File: config.mk
export PLATFORM = sky130hd
export DESIGN_NAME = dpram_seq_ctrl
export DESIGN_NICKNAME = d
export VERILOG_FILES = /design/src/rtl/dpram_seq_ctrl.sv
export SDC_FILE = /design/constraint.sdc
export NUM_CORES = 1
export LEC_CHECK = 0
export ABC_AREA = 1
export CAP_MARGIN = 20
export CELL_PAD_IN_SITES_DETAIL_PLACEMENT = 1
export CELL_PAD_IN_SITES_GLOBAL_PLACEMENT = 1
export CORE_MARGIN = 5
export CORE_UTILIZATION = 28
export DETAILED_ROUTE_END_ITERATION = 10
export PLACE_DENSITY = 0.75
export SETUP_SLACK_MARGIN = 0.4
export SLEW_MARGIN = 20
export SYNTH_ARGS = -nofsm -noshare
export SYNTH_HDL_FRONTEND = slang
export SYNTH_SLANG_ARGS = --single-unit
File: constraint.sdc
create_clock -name clk -period 4.3 [get_ports clk]
set_clock_uncertainty 0.05 [all_clocks]
set_input_delay 0.645 -clock clk [delete_from_list [all_inputs] [get_ports clk]]
set_output_delay 0.645 -clock clk [all_outputs]
set_load 0.1 [all_outputs]
File: src/rtl/dpram_seq_ctrl.sv
// dpram_seq_ctrl
// Block-operation sequencer for a dual-port synchronous RAM (2^ADDR_W x DATA_W).
// It takes one command at a time (FILL, ADD constant, COPY, SUM) over an address
// range and processes one element per clock with no stalls.
//   Port A issues the reads (or the writes for FILL).
//   Port B does the write-back one cycle after each read (ADD/COPY).
//
// Ports
//   clk, reset        clock; synchronous active-high reset
//   cmd_valid/ready   command handshake; see below
//   cmd_op            0 FILL, 1 ADD, 2 COPY, 3 SUM
//   cmd_base          first source/target address
//   cmd_len           element count (0 = empty operation)
//   cmd_arg           FILL value / ADD constant / COPY destination base
//   busy              high in RUN, DRAIN and DONE
//   done              one-cycle pulse at the end of every accepted command
//   result            SUM total; held until the next SUM updates it
//   addr_a/din_a/wen_a, addr_b/din_b/wen_b   RAM port drives (0 when idle)
//   dout_a, dout_b    RAM read data, valid the cycle after the address
//   dbg_state         current FSM state, for checkers
//
// Handshake: a command transfers on the rising edge where cmd_valid && cmd_ready.
// cmd_ready is high only in IDLE. The command fields are sampled on that edge
// only, so the producer may change them freely while busy is high.
module dpram_seq_ctrl #(
    parameter int ADDR_W = 10,
    parameter int DATA_W = 16
) (
    input  logic              clk,
    input  logic              reset,
    input  logic              cmd_valid,
    output logic              cmd_ready,
    input  logic [1:0]        cmd_op,
    input  logic [ADDR_W-1:0] cmd_base,
    input  logic [ADDR_W-1:0] cmd_len,
    input  logic [DATA_W-1:0] cmd_arg,
    output logic              busy,
    output logic              done,
    output logic [DATA_W-1:0] result,
    output logic [ADDR_W-1:0] addr_a,
    output logic [DATA_W-1:0] din_a,
    output logic              wen_a,
    output logic [ADDR_W-1:0] addr_b,
    output logic [DATA_W-1:0] din_b,
    output logic              wen_b,
    input  logic [DATA_W-1:0] dout_a,
    input  logic [DATA_W-1:0] dout_b,
    output logic [1:0]        dbg_state
);

    typedef enum logic [1:0] {
        S_IDLE  = 2'd0,
        S_RUN   = 2'd1,
        S_DRAIN = 2'd2,
        S_DONE  = 2'd3
    } state_t;

    localparam logic [1:0] OP_FILL = 2'd0;
    localparam logic [1:0] OP_ADD  = 2'd1;
    localparam logic [1:0] OP_COPY = 2'd2;
    localparam logic [1:0] OP_SUM  = 2'd3;

    localparam logic [ADDR_W-1:0] ONE_A = 1;

    state_t            state;
    logic [1:0]        op_q;
    logic [DATA_W-1:0] arg_q;
    logic [ADDR_W-1:0] cnt_q;      // reads still to issue after the current one
    logic [ADDR_W-1:0] dst_q;      // next COPY destination address

    logic [ADDR_W-1:0] a_addr_q;
    logic [DATA_W-1:0] a_din_q;
    logic              a_wen_q;

    logic              pend_q;     // read data from last cycle arrives this cycle
    logic [ADDR_W-1:0] b_addr_q;
    logic              b_wen_q;

    logic              fwd_q;      // last cycle's read hit the port B write
    logic [DATA_W-1:0] fwd_data_q;

    logic [DATA_W-1:0] acc_q;
    logic [DATA_W-1:0] result_q;

    logic [DATA_W-1:0] rd_data;
    logic [DATA_W-1:0] b_data;
    logic              unused_bits;

    // The RAM returns old data when one port reads the address that the other
    // port writes in the same cycle. In that case the registered write data
    // replaces dout_a, so that overlapping copies behave like a sequential loop.
    assign rd_data = fwd_q ? fwd_data_q : dout_a;
    assign b_data  = (op_q == OP_ADD) ? (rd_data + arg_q) : rd_data;

    assign cmd_ready = (state == S_IDLE);
    assign busy      = (state != S_IDLE);
    assign done      = (state == S_DONE);
    assign result    = result_q;
    assign dbg_state = state;

    // The write enables are gated by reset. A reset during an operation then
    // blocks the write that was already on the port in that cycle.
    assign addr_a = a_addr_q;
    assign din_a  = a_din_q;
    assign wen_a  = a_wen_q & ~reset;
    assign addr_b = b_addr_q;
    assign din_b  = b_wen_q ? b_data : '0;
    assign wen_b  = b_wen_q & ~reset;

    assign unused_bits = ^dout_b;

    always_ff @(posedge clk) begin
        if (reset) begin
            state      <= S_IDLE;
            op_q       <= OP_FILL;
            arg_q      <= '0;
            cnt_q      <= '0;
            dst_q      <= '0;
            a_addr_q   <= '0;
            a_din_q    <= '0;
            a_wen_q    <= 1'b0;
            pend_q     <= 1'b0;
            b_addr_q   <= '0;
            b_wen_q    <= 1'b0;
            fwd_q      <= 1'b0;
            fwd_data_q <= '0;
            acc_q      <= '0;
            result_q   <= '0;
        end else begin
            case (state)
                S_IDLE: begin
                    if (cmd_valid) begin
                        op_q  <= cmd_op;
                        arg_q <= cmd_arg;
                        dst_q <= cmd_arg[ADDR_W-1:0];
                        acc_q <= '0;
                        if (cmd_len == '0) begin
                            state <= S_DONE;
                            if (cmd_op == OP_SUM) begin
                                result_q <= '0;
                            end
                        end else begin
                            state    <= S_RUN;
                            cnt_q    <= cmd_len - ONE_A;
                            a_addr_q <= cmd_base;
                            a_wen_q  <= (cmd_op == OP_FILL);
                            a_din_q  <= (cmd_op == OP_FILL) ? cmd_arg : '0;
                        end
                    end
                end

                S_RUN: begin
                    // Set up the write-back for the read issued in this cycle.
                    pend_q  <= (op_q != OP_FILL);
                    b_wen_q <= (op_q == OP_ADD) || (op_q == OP_COPY);
                    case (op_q)
                        OP_ADD:  b_addr_q <= a_addr_q;
                        OP_COPY: b_addr_q <= dst_q;
                        default: b_addr_q <= '0;
                    endcase
                    if (op_q == OP_COPY) begin
                        dst_q <= dst_q + ONE_A;
                    end
                    fwd_q      <= b_wen_q && (b_addr_q == a_addr_q);
                    fwd_data_q <= b_data;
                    if (pend_q) begin
                        acc_q <= acc_q + rd_data;
                    end

                    if (cnt_q == '0) begin
                        state    <= (op_q == OP_FILL) ? S_DONE : S_DRAIN;
                        a_addr_q <= '0;
                        a_din_q  <= '0;
                        a_wen_q  <= 1'b0;
                    end else begin
                        cnt_q    <= cnt_q - ONE_A;
                        a_addr_q <= a_addr_q + ONE_A;
                    end
                end

                S_DRAIN: begin
                    // The last read's data is consumed in this cycle.
                    pend_q   <= 1'b0;
                    b_wen_q  <= 1'b0;
                    b_addr_q <= '0;
                    fwd_q    <= 1'b0;
                    acc_q    <= acc_q + rd_data;
                    if (op_q == OP_SUM) begin
                        result_q <= acc_q + rd_data;
                    end
                    state <= S_DONE;
                end

                S_DONE: begin
                    state <= S_IDLE;
                end

                default: begin
                    state <= S_IDLE;
                end
            endcase
        end
    end

endmodule

### Yosys cells after proc, flatten, opt, wreduce, memory -nomap -nowiden

Cells that the tools add are included.

* $add $sub $neg: 6
* reduce and logical (&&, ||, !) cells: 21
* equality and inequality tests: 17
* mux-type cells: 41
* bitwise operators: 3

Operators with widths (count)
* 16-bit two-way mux: 13
* 10-bit case mux with 2 select lines: 5
* 10-bit two-way mux: 8
* 16-bit case mux with 2 select lines: 2
* 16-bit case mux with 3 select lines: 1
* 16-bit adder: 2
* 10-bit by 1-bit adder with 10-bit output (second input constant): 2
* 10-bit zero test: 2
* 10-bit by 1-bit subtractor with 10-bit output (second input constant): 2
* 2-bit inequality test (second input constant): 7
* 10-bit == test: 1
* 2-bit == test (second input constant): 5
* 2-bit nonzero test: 5
* 3-bit AND reduction: 3
* 1-bit case mux with 2 select lines: 4
* 2-bit case mux with 4 select lines: 1
* 4-bit AND reduction: 2
* 2-bit zero test: 3
* 2-bit two-way mux: 3
* 5-bit AND reduction: 1
* 2-bit by 1-bit == test with 1-bit output (second input constant): 2
* 1-bit two-way mux: 4
* 2-bit by 1-bit inequality test with 1-bit output (second input constant): 2
* 2-bit AND reduction: 2
* 5 further kinds: 6

* word-level logic and storage cells: 103
* register bits after elaboration: 128
* output and inout bits: 75

### Depth between registers and ports, before layout

Gate-level depths: netlist of the first run.

* depth after elaboration: 5
* gate-level depth with buffers: 18
* mapped depth without buffers: 16

### Worst setup path after synthesis of the first run

Ideal clock, no wire load.

* kind: reg2out
* start: register fwd_q
* end: output port din_b[8]
* setup slack: 0.104 ns
* cell stages (with the launch flop): 16
* arrival time: 3.501 ns
* cells stage by stage: dfxtp_1 buf_2 inv_1 buf_2 nand2_1 nand2_1 ha_1 inv_1 fa_1 inv_1 nand3_1 nand2_1 a21oi_1 xnor2_1 nand2_1 a21oi_1

* cells in the longest elaborated chain, start to end: 4

Ends and longest elaborated chain
* from (decl): RTL line 79 `logic fwd_q;`
* from (signal assigned): RTL line 164 `fwd_q <= b_wen_q && (b_addr_q == a_addr_q);`
* 16-bit two-way mux (*): RTL line 92 `assign rd_data = fwd_q ? fwd_data_q : dout_a;`
* 16-bit adder: RTL line 93 `assign b_data = (op_q == OP_ADD) ? (rd_data + arg_q) : rd_data;`
* 16-bit two-way mux (*): RTL line 93
* 16-bit two-way mux (*): RTL line 107 `assign din_b = b_wen_q ? b_data : '0;`
* to (decl): RTL line 44 `output logic [DATA_W-1:0] din_b,`

Every way passes the cells marked *; elsewhere a longest branch is shown, timed or not.

### Worst setup path in the final report of the first run

* start: register fwd_q
* end: output port din_b[15]

Same word-level chain as after synthesis.

==> out/results.ini, run 1 <==
[detailed_routing]
drt_iter0_drc=381
wl_um=28630
drc_errors=0
avgViaCountPerCell=4.913
postRouteAntennaNets=0
vias=8520
wl_per_cell_um=16.51
drt_first_pass_iters=5

[synthesis]
synth.distinct_cells=48
syn-cell-area_um2=7988
synth_top_area_frac=0.3208
ys_ff_latch=128
yosysWarnings=0
synthMostInstantiatedCell=nand2_1
synthCells=1215
synth_fp_nets=1331
synth.area.top_cells=dfxtp_1 (32%), nand2_1 (14%), a21oi_1 (8.9%)
synthArstFlopShare=0
synth_edf_count=0
synthFlopType=dfxtp_1
synth_common_cells=nand2_1 (307), inv_1 (143), a21oi_1 (142), dfxtp_1 (128), nor2_1 (93)
ys_seq_area_frac=0.3208
syn_area_per_cell_um2=6.574
yosysTopAreaCell=dfxtp_1

[power_and_ir_drop]
power_per_cell_area_nw_per_um2=690.5
leakage_uw=0.004489
max-vdd-ir-drop_uv=491.8

[clocking]
clkSinkCount=128
htreeDepth=4
clk_pin_slew_ps=50
cts_hold_buf=0
cts_tree=done
cts_buffers=17
clk_latency_ps=430
clock_path_buffers=2
cts_root_buffer=clkbuf_16

[floorplanning]
num_rows=61
ioPinCount=148
die_w_um=178.9
coreArea_um2=28010
start_util=0.2852
dieArea_um2=32010
die_y_um=178.9

[place]
dpl.hpwl_um=21360
io_buffer_count=131
place_congestion=0.8451
pre_cts_slack_ps=449.5
placed_area_um2=9842

[worst_setup_path]
path_depth=15
crit_family=simple AND/OR/NAND/NOR gates
critPathLaunch=fwd_q$_SDFFE_PP0P_
path_class=register to output pin
reg2reg_depth=15
r2r-end=result[13]$_SDFFE_PP0P_
startpoint_type=register
timing.rr.start=fwd_q$_SDFFE_PP0P_
cpPeakStageDelay_ps=420
r2r_slack_ps=1580
worst-path-buf-inv=5
path_max_fanout=10
crit_required_ps=3610
endpoint=din_b[15]
crit_chain=clkinvlp_4, buf_4, buf_4, nand2_1, nand2_1, ha_2, nand2_1, inv_1, nand2_1, nor3_1, nand2_1, nand3_1, nand3_1, a21oi_2, buf_12
endpoint_kind=output pin
crit_path_frequent_cell=nand2_1
cp.arrival_ps=3070
critical_path.slowest_cell=ha_2

[sta]
worst_slack_ps=531.7
max_slew.worst_pin.slew_ps=1049
rsz0062_at_grt=true
fmax_mhz=265.4
fin_crit_ps=3768
finalSetupViolCount=0
maxSlewViolCount=0
final.setup.tns_ps=0
maxSlewHeadroom=0.3010
hold_viol_final=0
fin_crit_sh=0.8763

[final_layout]
multi_input_area_um2=4712
seq_area_um2=2566
area_growth_pct=32.25
final_util=0.3771
antennaDiodeCount=0
layout.nets=1461
fillers=3535
final_area_um2=10560
drive_gt1_frac=0.09440

[global_route]
grt_max_degree=76
grt_pass1_wl_um=45370
grt_usage=0.1784
grt_pass1_vias=8672
overflow=0
antenna_found_initial=1

[job]
maxCapViolations=0

[run_status]
status=finished, final reports clean

[hold_path]
hold_class=register to register

## placed cells by master (no fill, tap or decap), drive strengths merged, types with 3 or more instances in the layout
| cell | instances |
|---|---|
| nand2 | 313 |
| clkdlybuf4s50 | 113 |
| nand4 | 27 |
| nand3b | 5 |
| o21ai | 99 |
| clkbuf | 25 |
| buf | 42 |
| o22ai | 10 |
| a211oi | 3 |
| ha | 41 |
| xnor2 | 6 |
| inv | 148 |
| a21oi | 142 |
| or2 | 5 |
| nor3 | 10 |
| xor2 | 20 |
| nor2 | 101 |
| clkinvlp | 7 |
| clkinv | 4 |
| dfxtp | 128 |
| a22oi | 4 |
| nand3 | 82 |
## through the flow
| step | cells | total power [uW] | hold slack, ps |
|---|---|---|---|
| final | 1734 | 7294 | 415.1 |
| after global routing | 1734 | 7816 | 434.2 |
| after CTS | 1729 | 7306 | 417.6 |
| after detailed placement | 1693 | 5867 | 407.7 |
| after global placement | 1693 | 5774 | 402.0 |
| after floorplan | 1215 | 4823 | 393.7 |
## sequential cells by signal, summed over array words and instances (netlist names)
register    cells
dst_q          10
a_wen_q         1
din_a          16
op_q            2
dbg_state       2
addr_b         10
pend_q          1
addr_a         10
fwd_data_q     16
b_wen_q         1
result         16
arg_q          16
fwd_q           1
cnt_q          10
acc_q          16
## layout make-up
class                   count  share of cell area
clock buffers              25             0.04690
clock inverters             5            0.005211
inverters                 152             0.05567
multi-input cells         888              0.4460
flip-flops and latches    128              0.2429
well taps                 378             0.04477
repair buffers            155              0.1568
repair inverters            3            0.001658
## cells by family after synthesis
| group | Yosys count | synth area share |
|---|---|---|
| AOI/OAI and AO/OA | 272 | 0.1819 |
| xor gates and xnor gates | 26 | 0.02851 |
| adders and majority gates | 43 | 0.06924 |
| buffers and inverters | 199 | 0.1017 |
| and+or+nand+nor | 547 | 0.2979 |
| DFF | 128 | 0.3208 |
## tightest hold or removal path: cells and delay by family (launching register included)
family | cells | cell delay [ps]
AND/OR/NAND/NOR | 1 | 60
AO/OA/AOI/OAI | 1 | 60
flip-flops | 1 | 300
## repair_timing
action / 4_1_cts / 5_1_grt
gates cloned: 1 / 2
gates resized for setup: 5 / 14
pin swaps: 1 / 5
setup buffers: 5 / 3
setup endpoints to repair: 14 / 11
## power breakdown
part / switching [uW] / internal (uW) / leakage [uW]
registers: 249 / 1490 / 0.00105
clock network: 553 / 849 / 0.000265
logic: 2980 / 1170 / 0.00318
## layer usage
metal / GRT usage / vias to the layer above / part of all wire
met5: 0 / - / 0.00070
met4: 0.04413 / 2 / 0.014
met3: 0.03374 / 37 / 0.038
met2: 0.3107 / 154 / 0.49
met1: 0.2269 / 4076 / 0.46
li1: - / 4251 / -
## worst min path at each step
stage,start,end,slack (ps),depth (start not counted)
global route,din_a[13]$_SDFFE_PP0P_,din_a[13]$_SDFFE_PP0P_,430,2
CTS,result[9]$_SDFFE_PP0P_,result[9]$_SDFFE_PP0P_,420,2
floorplan,a_wen_q$_SDFFE_PP0P_,a_wen_q$_SDFFE_PP0P_,390,2
finish,result[1]$_SDFFE_PP0P_,result[1]$_SDFFE_PP0P_,420,2
global placement,a_wen_q$_SDFFE_PP0P_,a_wen_q$_SDFFE_PP0P_,400,2
detailed placement,result[9]$_SDFFE_PP0P_,result[9]$_SDFFE_PP0P_,410,2
Note: power is estimated with default switching activity, not from simulation.
==> inputs of run 2 (changes only) <==
--- a/config.mk
+++ b/config.mk
@@ -11,6 +11,7 @@
 export CELL_PAD_IN_SITES_GLOBAL_PLACEMENT = 1
 export CORE_MARGIN = 5
 export CORE_UTILIZATION = 28
+export CTS_CLUSTER_SIZE = 12
 export DETAILED_ROUTE_END_ITERATION = 10
 export PLACE_DENSITY = 0.75
 export SETUP_SLACK_MARGIN = 0.4
==> results of run 2 <==
Final layout, timing and power as in run 1 (identical DEF).
==> inputs of run 3 (changes only) <==
--- a/config.mk
+++ b/config.mk
@@ -11,10 +11,12 @@
 export CELL_PAD_IN_SITES_GLOBAL_PLACEMENT = 1
 export CORE_MARGIN = 5
 export CORE_UTILIZATION = 28
+export CTS_CLUSTER_DIAMETER = 40
 export CTS_CLUSTER_SIZE = 12
 export DETAILED_ROUTE_END_ITERATION = 10
 export PLACE_DENSITY = 0.75
 export SETUP_SLACK_MARGIN = 0.4
+export SKIP_CTS_REPAIR_TIMING = 1
 export SLEW_MARGIN = 20
 export SYNTH_ARGS = -nofsm -noshare
 export SYNTH_HDL_FRONTEND = slang
==> run 3 against run 2 <==
Worst hold slack barely moved. Register-to-register slack improved by 20 ps. Routed wire length fell by 0.64%. Design area fell by 0.57%. Clock power barely moved. Largest power group unchanged.
==> out/results.ini, run 3 (synthesized netlist as in run 1, its figures left out) <==
[run_status]
status=finished, final reports clean

[detailed_routing]
wl_um=28450
wl_per_cell_um=16.44
vias=8472
drt_first_pass_iters=4
postRouteAntennaNets=0
drt_iter0_drc=339
avgViaCountPerCell=4.894
drc_errors=0

[final_layout]
layout.nets=1458
final_util=0.3750
seq_area_um2=2566
drive_gt1_frac=0.09313
multi_input_area_um2=4697
mostFrequentLayoutCell=nand2_1
area_growth_pct=31.50
antennaDiodeCount=0
layout_common_cells=nand2_1 (301), inv_1 (141), a21oi_1 (130)
fillers=3538
final_cells=1731
final_area_um2=10500

[sta]
fmax_mhz=264.2
final.setup.tns_ps=0
fin_crit_ps=3786
hold_slack_ps=415.1
fin_crit_sh=0.8804
max_slew.worst_pin.slew_ps=1059
hold_viol_final=0
finalSetupViolCount=0
maxSlewViolCount=0
maxSlewHeadroom=0.2939
rsz0062_at_grt=true

[global_route]
met2_usage=0.3089
antenna_found_initial=1
grt_usage=0.1773
grt_pass1_vias=8614
grt_pass1_wl_um=45160
overflow=0
grt_max_degree=76
gr-max-usage-layer=met2
grt_util_met1=0.2253
globalRouteMet3Util=0.03374

[worst_setup_path]
timing.rr.start=fwd_q$_SDFFE_PP0P_
critPathLaunch=fwd_q$_SDFFE_PP0P_
endpoint_kind=output pin
path_max_fanout=13
path_class=register to output pin
cp.arrival_ps=3090
startpoint_type=register
crit_required_ps=3610

[clocking]
clk_pin_slew_ps=50
cts_tree=done
cts_buffers=17
clk_latency_ps=430
clock_path_buffers=2
cts_root_buffer=clkbuf_16
htreeDepth=4
clkSinkCount=128

[floorplanning]
ioPinCount=148
die_w_um=178.9
start_util=0.2852
dieArea_um2=32010
num_rows=61
die_y_um=178.9
coreArea_um2=28010

[power_and_ir_drop]
leakage_uw=0.004471
power_per_cell_area_nw_per_um2=692.9
max-vdd-ir-drop_uv=492.0

[place]
place_congestion=0.8451
dpl.hpwl_um=21360
io_buffer_count=131
placedCellCount=1693
placed_area_um2=9842

[job]
maxCapViolations=0

[hold_path]
hold_class=register to register
hold_start=result[1]$_SDFFE_PP0P_

[run 3: metrics by stage]
stage,total power [uW],setup slack [ps]
after floorplan,4823,507.3
after global placement,5774,457.5
after detailed placement,5867,449.5
after CTS,7303,-14.12
after global routing,7797,322.4
final,7278,514.5
[run 3: final timing paths]
check	to	slack [ps]	cells past startpoint
min reg2reg	result[1]$_SDFFE_PP0P_	420	2
max	din_b[13]	510	14
max reg2reg	result[13]$_SDFFE_PP0P_	1600	14
min	result[1]$_SDFFE_PP0P_	420	2
[run 3: report_power, final]
part           internal, uW  switching (uW)  total (uW)
Sequential             1490             247        1740
Combinational          1160            2970        4140
Clock                   849             555        1400
Total                  3510            3770        7280
[run 3: critical path, cell delays in order, from the launching register on]
cell and delay, ps:
dfxtp_4 430, clkinvlp_4 270, o21ai_0 280, buf_4 200
ha_1 300, nand2_1 180, inv_1 60, nand2_1 60
nand2_1 50, a21oi_1 160, nand2_1 70, nand2_1 60
nand3_1 120, a21oi_2 220, buf_12 210
[run 3: final cells by class]
type / count / area share
clock buffers: 25 / 0.04717
clock inverters: 5 / 0.005241
inverters: 152 / 0.05599
multi-input cells: 888 / 0.4472
flip-flops and latches: 128 / 0.2443
well taps: 378 / 0.04503
repair buffers: 153 / 0.1539
repair inverters: 2 / 0.001191
[run 3: layer usage]
layer	vias to the layer above	part of all wire
li1	4243	-
met1	4058	0.47
met3	35	0.035
met2	134	0.49
met5	-	0.00070
met4	2	0.014
